$ cat src/rtl/systolic_feeder.sv
// Systolic array feeder: accepts one k-slice per beat (N activations, N weights),
// skews the rows/columns diagonally and sequences clear, feed, flush and done
// for an NxN output-stationary sign-magnitude MAC array.
module systolic_feeder #(
    parameter int N  = 4,
    parameter int DW = 8
) (
    input  logic            clk,
    input  logic            rst,
    input  logic            start,
    input  logic            in_valid,
    output logic            in_ready,
    input  logic [N*DW-1:0] in_data,
    input  logic [N*DW-1:0] in_weight,
    input  logic            in_last,
    output logic [N*DW-1:0] data_out,
    output logic [N*DW-1:0] weight_out,
    output logic            en,
    output logic            arr_clr_n,
    output logic            busy,
    output logic            done,
    output logic [15:0]     beats
);

    localparam logic [2:0] IDLE  = 3'd0;
    localparam logic [2:0] CLR   = 3'd1;
    localparam logic [2:0] FEED  = 3'd2;
    localparam logic [2:0] FLUSH = 3'd3;
    localparam logic [2:0] DONE  = 3'd4;

    // Zero-padding cycles needed for the last element to reach PE(N-1,N-1).
    localparam int FLUSH_LEN = 2 * N - 2;
    localparam int CW        = 6;

    logic [2:0]      state_q, state_d;
    logic [CW-1:0]   flushCnt_q, flushCnt_d;
    logic [15:0]     beats_q, beats_d;
    logic            en_q;
    logic            clrN_q;
    logic            done_q;

    logic            accept;
    logic            advance;
    logic            flushEnd;
    logic [N*DW-1:0] rowIn;
    logic [N*DW-1:0] colIn;

    assign accept   = (state_q == FEED) && in_valid;
    assign advance  = accept || (state_q == FLUSH);
    assign flushEnd = (flushCnt_q == CW'(FLUSH_LEN - 1));

    // Only FEED injects real data; FLUSH pushes zero elements whose products are zero.
    assign rowIn = (state_q == FEED) ? in_data   : '0;
    assign colIn = (state_q == FEED) ? in_weight : '0;

    // Tile sequencer next-state, flush counter and saturating beat counter.
    always_comb begin
        state_d    = state_q;
        flushCnt_d = flushCnt_q;
        beats_d    = beats_q;
        case (state_q)
            IDLE: begin
                if (start) begin
                    state_d = CLR;
                    beats_d = '0;
                end
            end
            CLR: begin
                state_d = FEED;
            end
            FEED: begin
                if (accept) begin
                    if (beats_q != 16'hFFFF) begin
                        beats_d = beats_q + 16'd1;
                    end
                    if (in_last) begin
                        state_d    = (N == 1) ? DONE : FLUSH;
                        flushCnt_d = '0;
                    end
                end
            end
            FLUSH: begin
                flushCnt_d = flushCnt_q + CW'(1);
                if (flushEnd) begin
                    state_d = DONE;
                end
            end
            DONE: begin
                state_d = IDLE;
            end
            default: begin
                state_d = IDLE;
            end
        endcase
    end

    // State and control registers; done trails DONE by one cycle so the array's final accumulate has landed.
    always_ff @(posedge clk or posedge rst) begin
        if (rst) begin
            state_q    <= IDLE;
            flushCnt_q <= '0;
            beats_q    <= '0;
            en_q       <= 1'b0;
            clrN_q     <= 1'b1;
            done_q     <= 1'b0;
        end else begin
            state_q    <= state_d;
            flushCnt_q <= flushCnt_d;
            beats_q    <= beats_d;
            en_q       <= advance;
            clrN_q     <= (state_d != CLR);
            done_q     <= (state_q == DONE);
        end
    end

    genvar gi;
    generate
        for (gi = 0; gi < N; gi++) begin : gRow
            logic [DW-1:0] pipe_q [0:gi];

            // Row gi delay line of gi+1 stages, shifting only on advance so stalls freeze it.
            always_ff @(posedge clk or posedge rst) begin
                if (rst) begin
                    for (int k = 0; k <= gi; k++) begin
                        pipe_q[k] <= '0;
                    end
                end else if (advance) begin
                    pipe_q[0] <= rowIn[gi*DW +: DW];
                    for (int k = 1; k <= gi; k++) begin
                        pipe_q[k] <= pipe_q[k-1];
                    end
                end
            end

            assign data_out[gi*DW +: DW] = pipe_q[gi];
        end

        for (gi = 0; gi < N; gi++) begin : gCol
            logic [DW-1:0] pipe_q [0:gi];

            // Column gi delay line of gi+1 stages, shifting only on advance so stalls freeze it.
            always_ff @(posedge clk or posedge rst) begin
                if (rst) begin
                    for (int k = 0; k <= gi; k++) begin
                        pipe_q[k] <= '0;
                    end
                end else if (advance) begin
                    pipe_q[0] <= colIn[gi*DW +: DW];
                    for (int k = 1; k <= gi; k++) begin
                        pipe_q[k] <= pipe_q[k-1];
                    end
                end
            end

            assign weight_out[gi*DW +: DW] = pipe_q[gi];
        end
    endgenerate

    assign in_ready  = (state_q == FEED);
    assign busy      = (state_q != IDLE);
    assign en        = en_q;
    assign arr_clr_n = clrN_q;
    assign done      = done_q;
    assign beats     = beats_q;

endmodule

$ cat config.mk
export PLATFORM = sky130hd
export DESIGN_NAME = systolic_feeder
export DESIGN_NICKNAME = d
export VERILOG_FILES = /design/src/rtl/systolic_feeder.sv
export SDC_FILE = /design/constraint.sdc
export NUM_CORES = 1
export LEC_CHECK = 0
export CELL_PAD_IN_SITES_DETAIL_PLACEMENT = 0
export CELL_PAD_IN_SITES_GLOBAL_PLACEMENT = 2
export CORE_MARGIN = 2
export CORE_UTILIZATION = 37
export DETAILED_ROUTE_END_ITERATION = 7
export PLACE_DENSITY = 0.92
export RECOVER_POWER = 50
export SLEW_MARGIN = 30
export SYNTH_ARGS = -nofsm -noshare
export SYNTH_HDL_FRONTEND = slang
export SYNTH_SLANG_ARGS = --single-unit
$ cat constraint.sdc
create_clock -name clk -period 16.5 [get_ports clk]
set_input_delay 4.95 -clock clk [delete_from_list [all_inputs] [get_ports clk]]
set_output_delay 4.95 -clock clk [all_outputs]
set_load 0.02 [all_outputs]
==> results.txt, run 1 <==
Seq/Total Area, Yosys - 56.3%
largest net degree at the start of global routing - 142
grt ovf - 0
WL final - 15700 um
Place WS - 9040 ps
number of global-route vias before repair - 5068
initial antenna violation count - 2
# rows - 54
CP Max Fanout - 141
failing checks - max-capacitance violations, max-slew violations
layout cells sized above 1 - 17.1%
Max Root-Sink Buffers - 2
period utilization - 58.3%
Synth Area per Inst - 12.1 um^2
Crit. End Element - flip-flop
Synth top area share - 56.0%
Max Clk Rate - 0.104 GHz
final cell count without fillers - 1072
PnR worst setup slack - 6880 ps
Syn Nets - 764
hold buffers post-CTS - 0
Iteration-0 DRC Markers - 270
arrival time at the worst endpoint - 9920 ps
PwrDens - 183 nW/um^2
CTS-repair resized insts - 0
RSZ-0062 raised after global routing - false
worst slew pin tran - 4980 ps
crit path time final - 9620 ps
Routability Congestion - 0.808
maximum vdd drop - 0.141 mV
TritonCTS clock tree - done
Filler Cells Inserted - 2004
Die Y - 154 um
fin nets - 850
status - finished, violations left
max-slew violations - 197
die span in x - 154 um
final setup violation count - 0
fin util - 46.5%
DR WL/cell - 14.6 um
GRT Util Overall - 13.6%
area of the mapped netlist - 8350 um^2
total design power - 1.87 mW
Initial Util - 37.9%
CTS Sinks - 188
Max-cap violations - 2
Antenna Nets Post-Route - 0
Yosys cell types - 45
CTS clk-pin slew, worst paths - 70 ps
CORE AREA - 22000 um^2
setup_tns - 0 ps
Layout Area Growth over Synthesis - 22.6%
Worst EP required - 16800 ps
post-CTS setup buffer count - 0
I/O Buffers - 153
top-level I/O count - 154
Clk Latency, worst-skew pair - 420 ps
DPL Wire Length - 9860 um
worst min path class - flip-flop to flip-flop
Yosys top cell by area - dfrtp_1
CTS Buf Count - 17
placed insts - 1039
first-pass GRT wire length - 26300 um
Gate Count Post-Synth - 692
drt pass-1 iters - 4
Layout Skew - 16.3 ps
Max H-tree Level - 4
startpoint types - input port
Fin. Hold Viols - 0
Yosys reg bits - 188
Avg Vias per Cell - 4.70
# DRC - 0
Root Driver - clkbuf_16
total die area - 23800 um^2
Pleak - 4.78 nW
Synthesis Warnings - 0
Slew headroom - -234%
Setup CP Type - input port to flip-flop
ranking of synthesized cells by area - dfrtp_1 (56%), mux2_4 (13%), nand2_1 (6.6%)
via count - 5036
metrics by stage:
stage	instance area [um^2]	hold WS, ps
2_1_floorplan	8350	446
3_3_place_gp	9610	459
3_5_place_dp	9640	471
4_1_cts	10300	486
5_1_grt	10200	502
6_report	10200	478
worst paths after layout:
check | from | end | slack [ps] | depth (start not counted)
worst max register to register | state_q[1] | gCol[3].pipe_q[14] | 10930 | 6
worst min register to register | gCol[0].pipe_q[7] | gCol[0].pipe_q[7] | 480 | 2
worst min-delay path | gCol[0].pipe_q[7] | gCol[0].pipe_q[7] | 480 | 2
max in group asynchronous | rst | gCol[3].pipe_q[29] | 7770 | 2
worst max-delay path | in_valid | gCol[3].pipe_q[14] | 6880 | 5
min in group asynchronous | rst | gRow[2].pipe_q[9] | 6510 | 2
cell type report:
cell class              instances  area (um^2)  area share (%)
flip-flops and latches        188         4710            45.9
inverters                       6         28.8           0.281
repair buffers                157         1580            15.4
clock inverters                14          208            2.03
diodes                          2         5.00          0.0489
well taps                     280          350            3.42
clock buffers                  17          425            4.15
multi-input cells             408         2940            28.7
placed cells by master (no fill, tap or decap), types with 2 or more instances in the layout:
| cell type | instances |
|---|---|
| nand4b_1 | 2 |
| and4_1 | 3 |
| diode_2 | 2 |
| o21ai_0 | 69 |
| nand4_1 | 9 |
| inv_1 | 4 |
| bufinv_16 | 4 |
| clkbuf_16 | 17 |
| inv_6 | 4 |
| nor3_1 | 3 |
| nand3b_1 | 2 |
| xor2_1 | 4 |
| nor4_1 | 3 |
| mux2_2 | 21 |
| nor2_1 | 10 |
| dlygate4sd3_1 | 70 |
| inv_8 | 3 |
| nand3_1 | 10 |
| a21oi_1 | 6 |
| nand2_1 | 147 |
| mux2_4 | 74 |
| and3_1 | 5 |
| nor3b_1 | 3 |
| mux2i_1 | 11 |
| nor4b_1 | 2 |
| a311o_1 | 2 |
| clkinvlp_4 | 3 |
| a211oi_1 | 2 |
| or2_2 | 2 |
| clkdlybuf4s50_1 | 83 |
| dfrtp_1 | 187 |
| a311oi_1 | 2 |
| ha_1 | 3 |
Yosys cell counts, drive strengths merged:
library cell	n
a211oi	2
a21o	1
a21oi	7
a311o	2
a311oi	2
a31oi	1
and2	1
and3	5
and3b	1
and4	3
buf	77
clkbuf	13
dfrtp	187
dfstp	1
ha	3
inv	6
mux2	96
mux2i	11
nand2	147
nand3	10
nand3b	2
nand4	9
nand4b	2
nor2	10
nor2b	1
nor3	3
nor3b	3
nor4	3
nor4b	2
o211ai	1
o21ai	69
o22ai	1
o31a	1
o31ai	1
or2	2
or3b	1
or4	1
xor2	4
state kept, by name, summed over array words and instances, names as in the netlist, 3 cells and up:
register / count
beats: 16
data_out: 24
flushCnt_q: 6
gCol.pipe_q: 56
gRow.pipe_q: 56
state_q: 3
weight_out: 24
cell families after synthesis:
kind of cell | synth area share (%)
buf+inv | 8.30
simple gates | 11.0
flops | 56.3
fa+ha+maj | 0.449
compound gates | 5.84
mux | 17.6
xor+xnor | 0.419
critical path, stage by stage:
cell and delay, ps:
dlygate4sd3_1 760, a21oi_4 190, clkbuf_1 3070, buf_16 470
mux2_2 400
layer usage:
metal  up-vias  track usage [%]  share of wire (%)  wire length, um
met2       101             20.5                 46             7210
li1       2476                -                  -                -
met1      2449             19.1                 49             7620
met3         8             4.46                4.7              735
met5         -                0              0.083               13
met4         2             3.09               0.71              112
power by group:
group	internal, mW	switching (mW)	leakage, nW
clock	0.258	0.184	0.302
combinational	0.374	0.368	2.00
sequential	0.604	0.0834	2.48
total	1.24	0.635	4.78
Note: power is estimated with default switching activity, not from simulation.
==> run 2: changes to the inputs <==
- CORE_UTILIZATION: 37 -> 31
- PLACE_DENSITY: 0.92 -> 0.83
- clock period: 16.5 -> 8.26 ns (I/O delays scaled with it)
==> run 2 against run 1 <==
Net effect:
- the run still ends with max-capacitance violations, max-slew violations left
- sequential share of layout area is 0.12 points lower
- critical path depth is 2 lower
- global-route usage is 1.8 points lower
- routed wire length is 3.5% higher
- first-iteration DRC count is 9.6% higher
- utilization is 8.1 points lower
- die area is 19% higher
- highest routed layer is now met4
- flip-flop and latch count stayed put
- setup slack worse by 3900 ps
- cell count is 5.5% higher
==> results.txt, run 2 (synthesized netlist as in run 1, its figures left out) <==
Fin. Hold Viols - 0 (unchanged)
arrival time at the worst endpoint - 2800 ps (-7120 ps)
hold buffers post-CTS - 0 (unchanged)
period utilization - 63.8%
die span in x - 168 um (+9.0%)
# DRC - 0 (unchanged)
DPL Wire Length - 10000 um (+1.4%)
commonest non-fill, non-tap cell in the layout - dfrtp_1
# rows - 60 (+11%)
CTS clk-pin slew, worst paths - 80 ps (about the same)
Root Driver - clkbuf_16
Seq. cell area - 4710 um^2 (unchanged)
RSZ-0062 raised after global routing - false
TritonCTS clock tree - done
placed standard-cell area - 9710 um^2 (+0.73%)
Final Cell Area - 10300 um^2 (+0.26%)
Iteration-0 DRC Markers - 296 (+9.6%)
Max Root-Sink Buffers - 2 (unchanged)
failing checks - max-capacitance violations, max-slew violations
max-slew violations - 128 (-35%)
Max H-tree Level - 4 (unchanged)
status - finished, violations left
Initial Util - 31.3% (-6.7 points)
CP Max Fanout - 76 (-46%)
Pleak - 4.77 nW (-0.21%)
via count - 5029 (-0.14%)
GRT Util Overall - 11.8% (-1.8 points)
Layout Area Growth over Synthesis - 22.9%
layout cells sized above 1 - 17.3% (+0.25 points)
placed insts - 1099 (+5.8%)
CP peak stage delay - 730 ps (-2340 ps)
startpoint types - flip-flop
final cell count without fillers - 1131 (+5.5%)
number of global-route vias before repair - 4936 (-2.6%)
CORE AREA - 26700 um^2 (+21%)
Routability Congestion - 0.778 (-3.7%)
drt pass-1 iters - 4 (unchanged)
worst min path class - flip-flop to flip-flop
top-level I/O count - 154 (unchanged)
initial antenna violation count - 0 (-2)
CTS-repair resized insts - 0 (unchanged)
Slew headroom - -86.8% (+150 points)
CP Cell Sequence - or3b_1 > inv_6 > clkdlybuf4s50_1
Worst EP required - 5780 ps (-11020 ps)
Filler Cells Inserted - 2582 (+29%)
final setup violation count - 0 (unchanged)
first-pass GRT wire length - 26600 um (+1.3%)
Layout Skew - 7.58 ps (-8.68 ps)
Clk Latency, worst-skew pair - 420 ps (about the same)
worst slew pin tran - 2800 ps (-2180 ps)
fin nets - 849 (-0.12%)
Die Y - 168 um (+9.0%)
PwrDens - 353 nW/um^2 (+93%)
grt ovf - 0 (unchanged)
largest net degree at the start of global routing - 128 (-9.9%)
post-CTS setup buffer count - 0 (unchanged)
DR WL/cell - 14.4 um (-1.9%)
CTS Sinks - 188 (unchanged)
WL final - 16200 um (+3.5%)
CTS Buf Count - 17 (unchanged)
delay-heaviest family, CP - buffers and inverters
total die area - 28300 um^2 (+19%)
maximum vdd drop - 0.327 mV (+130%)
Max Clk Rate - 0.190 GHz
multi-input logic area - 2940 um^2 (about the same)
Avg Vias per Cell - 4.45 (-5.3%)
Antenna Nets Post-Route - 0 (unchanged)
Max-cap violations - 1 (-1)
commonest cells after routing, fill and taps aside - dfrtp_1 (187), nand2_1 (147), clkdlybuf4s50_1 (78)
Regs by FF count - gCol.pipe_q: 56 flops, gRow.pipe_q: 56 flops
CP max stage cell - clkdlybuf4s50_1
crit path time final - 5270 ps
Inserted Diodes - 0 (-2)
setup_tns - 0 ps (unchanged)
Setup CP Type - flip-flop to output pin
I/O Buffers - 153 (unchanged)
Crit. End Element - output pin
Buf+Inv Stages, Crit Path - 2 (-1)
-- run 2: cell count changes in the layout (fill, tap and decap cells not counted), moves of 2 or more --
cell	before	now
clkinv_8	0	3
o21ai_0	69	65
o21ai_1	0	4
dlygate4sd3_1	70	75
diode_2	2	0
clkdlybuf4s50_1	83	78
bufinv_16	4	0
clkinv_4	0	4
-- run 2: where the power goes --
part / switching, mW / total, mW / internal, mW
Clock: 0.399 / 0.802 / 0.403
Sequential: 0.166 / 1.37 / 1.20
Combinational: 0.742 / 1.45 / 0.706
Total: 1.31 / 3.62 / 2.31
-- run 2: worst register-to-register path, delay by kind of cell, from the launching register on --
family | cells | cell delay, ps
flops | 1 | 470
buf+inv | 3 | 1230
mux | 1 | 510
simple gates | 1 | 450
compound gates | 1 | 810
-- run 2: per-layer routing --
layer	vias to the layer above	GRT usage (%)	wire length, um
met2	105	17.4	7220
met1	2434	16.7	8110
met4	0	3.04	105
met5	-	0	0
li1	2485	-	-
met3	5	3.78	805
-- run 2: cell type report --
class | instances | area share [%]
Timing Repair Buffer | 156 | 15.4
Multi-Input combinational cell | 408 | 28.6
Clock buffer | 17 | 4.14
Sequential cell | 188 | 45.8
Tap cell | 341 | 4.15
Inverter | 6 | 0.305
Clock inverter | 15 | 1.54
-- run 2: worst paths after layout --
kind | start | endpoint | slack (ps) | cells after the start
max | state_q[0] | in_ready | 2990 | 3
min | gCol[0].pipe_q[0] | gCol[0].pipe_q[0] | 480 | 2
max reg2reg | state_q[1] | weight_out[30] | 4670 | 6
min reg2reg | gCol[0].pipe_q[0] | gCol[0].pipe_q[0] | 480 | 2
max in group asynchronous | rst | gRow[3].pipe_q[29] | 3050 | 3
min in group asynchronous | rst | data_out[18] | 3370 | 2
-- run 2: metrics by stage --
step	total power, mW	hold WS, ps	setup WS (ps)	util (%)
2_1_floorplan	2.64	446	670	-
3_3_place_gp	2.87	461	3180	36.2
3_5_place_dp	2.91	470	3040	36.3
4_1_cts	3.73	487	2910	38.5
5_1_grt	3.87	495	2430	38.4
6_report	3.62	479	2990	38.4
